**src/rtl/neuron_feeder_pkg.sv**
```systemverilog
// Shared types and default widths for the neuron feeder sequencer.
// No logic: enum, widths and pipeline depth only.
// Imported by the feeder top and its feed pipeline.
package neuron_feeder_pkg;

  typedef enum logic [2:0] {
    ST_IDLE   = 3'd0,
    ST_CLEAR  = 3'd1,
    ST_RUN    = 3'd2,
    ST_DRAIN  = 3'd3,
    ST_RESULT = 3'd4,
    ST_WAIT   = 3'd5,
    ST_DONE   = 3'd6
  } state_e;

  localparam int DEF_DATA_WIDTH       = 24;
  localparam int DEF_ADDR_DEPTH       = 12;
  localparam int DEF_WEIGHT_PERCISION = 5;
  localparam int DEF_WEIGHT_WORD      = 3 * DEF_WEIGHT_PERCISION;

  // Cycles from read issue to the calculator enable strobe.
  localparam int FEED_LAT = 2;

endpackage

```
**src/rtl/neuron_feeder_feed_pipe.sv**
```systemverilog
// Read/feed pipeline: tracks in-flight RAM reads and registers pixel/weights.
// Latency: issue in cycle t -> calc_enable with x_out/w_out in cycle t+FEED_LAT.
// Backpressure: none here; the sequencer gates issue, in-flight reads always complete.
module neuron_feeder_feed_pipe
  import neuron_feeder_pkg::*;
#(
  parameter int DATA_WIDTH = DEF_DATA_WIDTH,
  parameter int WGT_WIDTH  = DEF_WEIGHT_WORD
) (
  input  logic                  clock,
  input  logic                  reset,
  input  logic                  issue,
  input  logic [DATA_WIDTH-1:0] img_data,
  input  logic [WGT_WIDTH-1:0]  wgt_data,
  output logic [DATA_WIDTH-1:0] x_out,
  output logic [WGT_WIDTH-1:0]  w_out,
  output logic                  calc_enable,
  output logic                  empty
);

  // vld_q[0]: RAM data valid this cycle; vld_q[FEED_LAT-1]: feed valid.
  logic [FEED_LAT-1:0]   vld_q, vld_d;
  logic [DATA_WIDTH-1:0] x_q, x_d;
  logic [WGT_WIDTH-1:0]  w_q, w_d;

  // Shift valid bits; capture RAM data only when it belongs to an issued read.
  always_comb begin
    vld_d = {vld_q[FEED_LAT-2:0], issue};
    x_d   = x_q;
    w_d   = w_q;
    if (vld_q[FEED_LAT-2]) begin
      x_d = img_data;
      w_d = wgt_data;
    end
  end

  // Pipeline registers; data holds its last value between strobes.
  always_ff @(posedge clock or negedge reset) begin
    if (!reset) begin
      vld_q <= '0;
      x_q   <= '0;
      w_q   <= '0;
    end else begin
      vld_q <= vld_d;
      x_q   <= x_d;
      w_q   <= w_d;
    end
  end

  assign x_out       = x_q;
  assign w_out       = w_q;
  assign calc_enable = vld_q[FEED_LAT-1];
  assign empty       = ~|vld_q;

endmodule

```
**src/rtl/neuron_feeder.sv**
```systemverilog
// Sequencer: clears the neuron calculator, streams NUM_PIXELS pixel/weight pairs, captures the decision.
// Latency: done in cycle NUM_PIXELS+5+RESULT_LATENCY after start (plus one per hold cycle in RUN).
// Backpressure: hold stalls new RAM reads only; start outside IDLE is dropped, never queued.
module neuron_feeder
  import neuron_feeder_pkg::*;
#(
  parameter int DATA_WIDTH       = DEF_DATA_WIDTH,
  parameter int Addr_Depth       = DEF_ADDR_DEPTH,
  parameter int Weight_Percision = DEF_WEIGHT_PERCISION,
  parameter int NUM_PIXELS       = 4096,
  parameter int RESULT_LATENCY   = 1
) (
  input  logic                          clock,
  input  logic                          reset,
  input  logic                          start,
  input  logic                          hold,
  output logic [Addr_Depth-1:0]         mem_addr,
  output logic                          mem_rd_en,
  input  logic [DATA_WIDTH-1:0]         img_data,
  input  logic [3*Weight_Percision-1:0] wgt_data,
  output logic [DATA_WIDTH-1:0]         x_out,
  output logic [3*Weight_Percision-1:0] w_out,
  output logic                          calc_clear,
  output logic                          calc_enable,
  output logic                          calc_get_result,
  input  logic                          calc_out,
  output logic                          busy,
  output logic                          done,
  output logic                          cat_detected
);

  localparam int WW  = 3 * Weight_Percision;
  localparam int WCW = $clog2(RESULT_LATENCY + 1);
  // One extra bit so NUM_PIXELS == 2**Addr_Depth still compares correctly.
  localparam logic [Addr_Depth:0] PIX_END   = (Addr_Depth + 1)'(NUM_PIXELS);
  localparam logic [WCW-1:0]      WAIT_LAST = WCW'(RESULT_LATENCY - 1);
  localparam logic [WCW-1:0]      DRAIN_LAST = WCW'(FEED_LAT - 1);

  state_e                state_q, state_d;
  logic [Addr_Depth-1:0] cnt_q, cnt_d;
  logic [Addr_Depth:0]   cnt_inc;
  logic [WCW-1:0]        wcnt_q, wcnt_d;
  logic                  cat_q, cat_d;
  logic                  issue;
  logic                  pipe_empty;

  // Next-state, address counter, phase counter (DRAIN/WAIT) and decision capture.
  always_comb begin
    state_d = state_q;
    cnt_d   = cnt_q;
    wcnt_d  = wcnt_q;
    cat_d   = cat_q;
    issue   = 1'b0;
    cnt_inc = {1'b0, cnt_q} + (Addr_Depth + 1)'(1);
    case (state_q)
      ST_IDLE: begin
        // Pipeline is always drained by IDLE; the guard keeps a stale feed
        // from ever mixing into a new image.
        if (start && pipe_empty) state_d = ST_CLEAR;
      end
      ST_CLEAR: begin
        cnt_d   = '0;
        state_d = ST_RUN;
      end
      ST_RUN: begin
        if (!hold) begin
          issue = 1'b1;
          if (cnt_inc == PIX_END) begin
            // Counter parks on the last address instead of wrapping.
            wcnt_d  = '0;
            state_d = ST_DRAIN;
          end else begin
            cnt_d = cnt_inc[Addr_Depth-1:0];
          end
        end
      end
      ST_DRAIN: begin
        // Lets the last issued read reach calc_enable before asking for the result.
        if (wcnt_q == DRAIN_LAST) begin
          wcnt_d  = '0;
          state_d = ST_RESULT;
        end else begin
          wcnt_d = wcnt_q + WCW'(1);
        end
      end
      ST_RESULT: begin
        wcnt_d  = '0;
        state_d = ST_WAIT;
      end
      ST_WAIT: begin
        if (wcnt_q == WAIT_LAST) begin
          cat_d   = calc_out;
          state_d = ST_DONE;
        end else begin
          wcnt_d = wcnt_q + WCW'(1);
        end
      end
      ST_DONE: begin
        state_d = ST_IDLE;
      end
      default: begin
        state_d = ST_IDLE;
      end
    endcase
  end

  // Sequencer state registers.
  always_ff @(posedge clock or negedge reset) begin
    if (!reset) begin
      state_q <= ST_IDLE;
      cnt_q   <= '0;
      wcnt_q  <= '0;
      cat_q   <= 1'b0;
    end else begin
      state_q <= state_d;
      cnt_q   <= cnt_d;
      wcnt_q  <= wcnt_d;
      cat_q   <= cat_d;
    end
  end

  neuron_feeder_feed_pipe #(
    .DATA_WIDTH (DATA_WIDTH),
    .WGT_WIDTH  (WW)
  ) u_feed_pipe (
    .clock       (clock),
    .reset       (reset),
    .issue       (issue),
    .img_data    (img_data),
    .wgt_data    (wgt_data),
    .x_out       (x_out),
    .w_out       (w_out),
    .calc_enable (calc_enable),
    .empty       (pipe_empty)
  );

  assign mem_rd_en       = issue;
  assign mem_addr        = cnt_q;
  assign calc_clear      = (state_q == ST_CLEAR);
  assign calc_get_result = (state_q == ST_RESULT);
  assign busy            = (state_q != ST_IDLE);
  assign done            = (state_q == ST_DONE);
  assign cat_detected    = cat_q;

endmodule

```
**config.mk**
```make
export PLATFORM = sky130hd
export DESIGN_NAME = neuron_feeder
export DESIGN_NICKNAME = d
export VERILOG_FILES = /design/src/rtl/neuron_feeder_pkg.sv /design/src/rtl/neuron_feeder_feed_pipe.sv /design/src/rtl/neuron_feeder.sv
export SDC_FILE = /design/constraint.sdc
export NUM_CORES = 1
export LEC_CHECK = 0
export BUFFER_PORTS_ARGS = -buffer_cell sky130_fd_sc_hd__buf_2
export CAP_MARGIN = 20
export CORE_MARGIN = 2
export CORE_UTILIZATION = 30
export DETAILED_ROUTE_END_ITERATION = 6
export SLEW_MARGIN = 20
export SYNTH_ARGS = -nofsm -noshare
export SYNTH_HDL_FRONTEND = slang
export SYNTH_HIERARCHICAL = 1
export SYNTH_SLANG_ARGS = --single-unit
```
**constraint.sdc**
```tcl
create_clock -name clock -period 2.1 [get_ports clock]
set_input_delay 0.21 -clock clock [delete_from_list [all_inputs] [get_ports clock]]
set_output_delay 0.21 -clock clock [all_outputs]
set_load 0.01 [all_outputs]
```
==> impl_metrics.csv <==
group,metric,value,unit
status,outcome,"finished clean",
sta,fin_crit,1.98,ns
setup_path,critical_path_arrival,1.77,ns
synthesis,syn_avg_cell_area,13.2,um^2
global_routing,grt_first_pass_wirelength,9030,um
placed_design,place_congestion,0.787,
floorplan,pin_count,102,
clocking,clk_pin_slew,0.07,ns
synthesis,synth_cells,194,
power_and_ir_drop,p_int,1.93,mW
route,routed-via-count,1974,
sta,rsz0062_at_grt,"no",
setup_path,cp-end-kind,"output pin",
sta,setup_viol,0,
setup_path,timing.rr.start,"mem_addr[0]",
global_routing,antenna_found_initial,0,
setup_path,cp-start-kind,"flop",
synthesis,synth_edf_count,0,
power_and_ir_drop,power.density,811,nW/um^2
sta,fin_ws,0.121,ns
global_routing,track_usage,13.0,%
synthesis,synth_common_cells,"58 x dfrtp_1, 40 x mux2_2, 14 x nand2_1, 8 x nor2_1",
global_routing,grt.overflow.total,0,
clocking,numCtsBuffers,9,
synthesis,ys_top_cells_by_area,"dfrtp_1 57%, mux2_2 18%, nand2_1 2.1%",
power_and_ir_drop,p_comb_share,19.0,%
route,dr_wl_met3,717,um
floorplan,die_y,96.4,um
final_layout,nNetsFinal,355,
route,drc_errors,0,
sta,worst_pin_slew,0.407,ns
min_path,hold_start,"calc_out",
placed_design,postPlaceCellArea,3220,um^2
route,ant_nets,0,
global_routing,grt_max_degree,34,
final_layout,antenna_cells,0,
setup_path,critPathRequiredTime,1.89,ns
synthesis,syn-cell-area,2560,um^2
route,drt-met1-wl,2500,um
route,wl,5940,um
route,wl_per_cell,14.2,um
placed_design,numPortBuffers,101,
synthesis,synthDominantCellAreaShare,56.7,%
clocking,clock_path_buffers,2,
floorplan,die_area,9280,um^2
route,wl_met2,2640,um
power_and_ir_drop,switching_share,29.9,%
power_and_ir_drop,power.leakage,1.68,nW
route,top_layer_used,"met4",
clocking,clk_latency,0.33,ns
synthesis,synth.distinct_cells,43,
synthesis,ys_warn_count,6,
final_layout,final_core_util,41.1,%
clocking,clock-root-buffer,"clkbuf_8",
synthesis,synthArstFlopShare,100,%
final_layout,stdcell_area,3390,um^2
synthesis,synth_ff_type,"dfrtp_1",
sta,hold_viol_final,0,
final_layout,drive_above_1_share,55.3,%
sta,fin_skew,0.00568,ns
synthesis,synth-seq-cells,58,
setup_path,path_class,"flop to output pin",
global_routing,grt_pass1_vias,1918,
route,viasPerCell,4.72,
power_and_ir_drop,seqPwrFrac,50.5,%
power_and_ir_drop,netSwitchingPower,0.823,mW
sta,final.setup.tns,0,ns
final_layout,syn_to_final_growth,32.5,%
sta,timing.fmax,0.505,GHz
synthesis,synth_area_leader_cell,"dfrtp_1",
route,first_iter_violations,25,
sta,slew_headroom,72.8,%
floorplan,fp.dieW,96.4,um
run,cap_violations,0,
placed_design,dpl.hpwl,4390,um
setup_path,critPathLaunch,"state_q[2]",
synthesis,mappedNetlistNets,240,
synthesis,ys_seq_area_share,56.7,%
placed_design,dp_slack,0.168,ns
power_and_ir_drop,clkPwrFrac,30.6,%
synthesis,synth.most_common_cell,"dfrtp_1",
clocking,clock_sinks,58,
floorplan,rows,33,
clocking,htreeDepth,3,
setup_path,path_max_fanout,11,
sta,fin_crit_sh,94.2,%
clocking,tritoncts,"done",
min_path,min_path_type,"input port to flop",
power_and_ir_drop,irDropWorstVdd,0.000532,V
sta,slew_viol_final,0,
floorplan,start_util,31.0,%
floorplan,core,8260,um^2
route,drtPass1Iterations,4,
final timing paths:
path                                          to  slack, ns  cells after the start
hold / removal                      cat_detected       0.11                      2
setup reg to reg                     mem_addr[5]       0.15                      5
hold reg to reg            u_feed_pipe/w_out[10]       0.50                      1
min in group asynchronous  u_feed_pipe/x_out[14]       0.45                      3
setup / recovery                       mem_rd_en       0.12                      4
max in group asynchronous   u_feed_pipe/w_out[9]       1.34                      3
timing repair:
| action | CTS | global route |
|---|---|---|
| setup buffers | 0 | 0 |
| hold buffers | 1 | 0 |
| endpoints found under the setup margin | 0 | 0 |
| endpoints found under the hold margin | 58 | 0 |
| gates resized for setup | 0 | 0 |
registers in the layout (all words and copies together) (netlist names):
register	count
u_feed_pipe/x_out	24
wcnt_q	1
u_feed_pipe/vld_q	2
u_feed_pipe/w_out	15
mem_addr	12
state_q	3
cat_detected	1
layer usage:
| metal | global-route usage, % | vias to the layer above |
|---|---|---|
| met5 | 0 | - |
| met4 | 4.93 | 0 |
| met3 | 6.58 | 11 |
| met2 | 21.2 | 85 |
| met1 | 14.5 | 926 |
| li1 | - | 952 |
through the flow:
| stage | power, mW | hold slack (ns) | std cells |
|---|---|---|---|
| floorplan | 1.68 | -0.0856 | 194 |
| global placement | 1.92 | 0.250 | 402 |
| detailed placement | 1.94 | 0.260 | 402 |
| CTS | 2.82 | 0.0843 | 418 |
| global route | 2.95 | 0.0837 | 418 |
| finish | 2.75 | 0.109 | 418 |
layout make-up:
type | count | area [um^2]
fillers | 809 | 4870
multi-input cells | 125 | 1030
clock buffers | 9 | 124
inverters | 3 | 11.3
clock inverters | 6 | 35.0
well taps | 105 | 131
repair buffers | 112 | 603
flip-flops and latches | 58 | 1450
cells in the final DEF (no fill, tap or decap), types with 2 or more instances in the layout:
master and n:
a211o_1 5, a21oi_1 2, a221o_1 2, and3_1 3, buf_2 101, buf_4 9, clkbuf_8 9, clkinv_2 4
clkinvlp_4 2, dfrtp_1 58, ha_1 2, inv_1 3, mux2_2 40, mux2i_1 4, nand2_1 14, nand2b_1 2
nand3_1 3, nand4_1 4, nor2_1 8, nor3_1 5, nor4_1 2, o211a_1 3, o211ai_1 2, o22ai_1 2
o31ai_1 2, or4_4 2
cells by family after synthesis:
| group | after synthesis | share of synthesized area [%] |
|---|---|---|
| AOI/OAI and AO/OA | 26 | 8.56 |
| adders and majority gates | 2 | 0.978 |
| buffers and inverters | 11 | 2.84 |
| DFF | 58 | 56.7 |
| muxes | 44 | 19.2 |
| and+or+nand+nor | 53 | 11.7 |
power by group through the flow:
| stage | sequential (mW) | clock, mW | combinational (mW) |
|---|---|---|---|
| final | 1.39 | 0.840 | 0.521 |
| after global routing | 1.41 | 0.948 | 0.586 |
| after CTS | 1.39 | 0.897 | 0.534 |
| after detailed placement | 1.41 | 0 | 0.531 |
| after global placement | 1.40 | 0 | 0.523 |
| after floorplan | 1.45 | 0 | 0.226 |
critical path: stages, from the launching register on:
cell	delay [ns]
dfrtp_1	0.49
or3b_1	0.42
buf_4	0.18
nor2_1	0.18
buf_2	0.18
(Power assumes the default switching activity.)
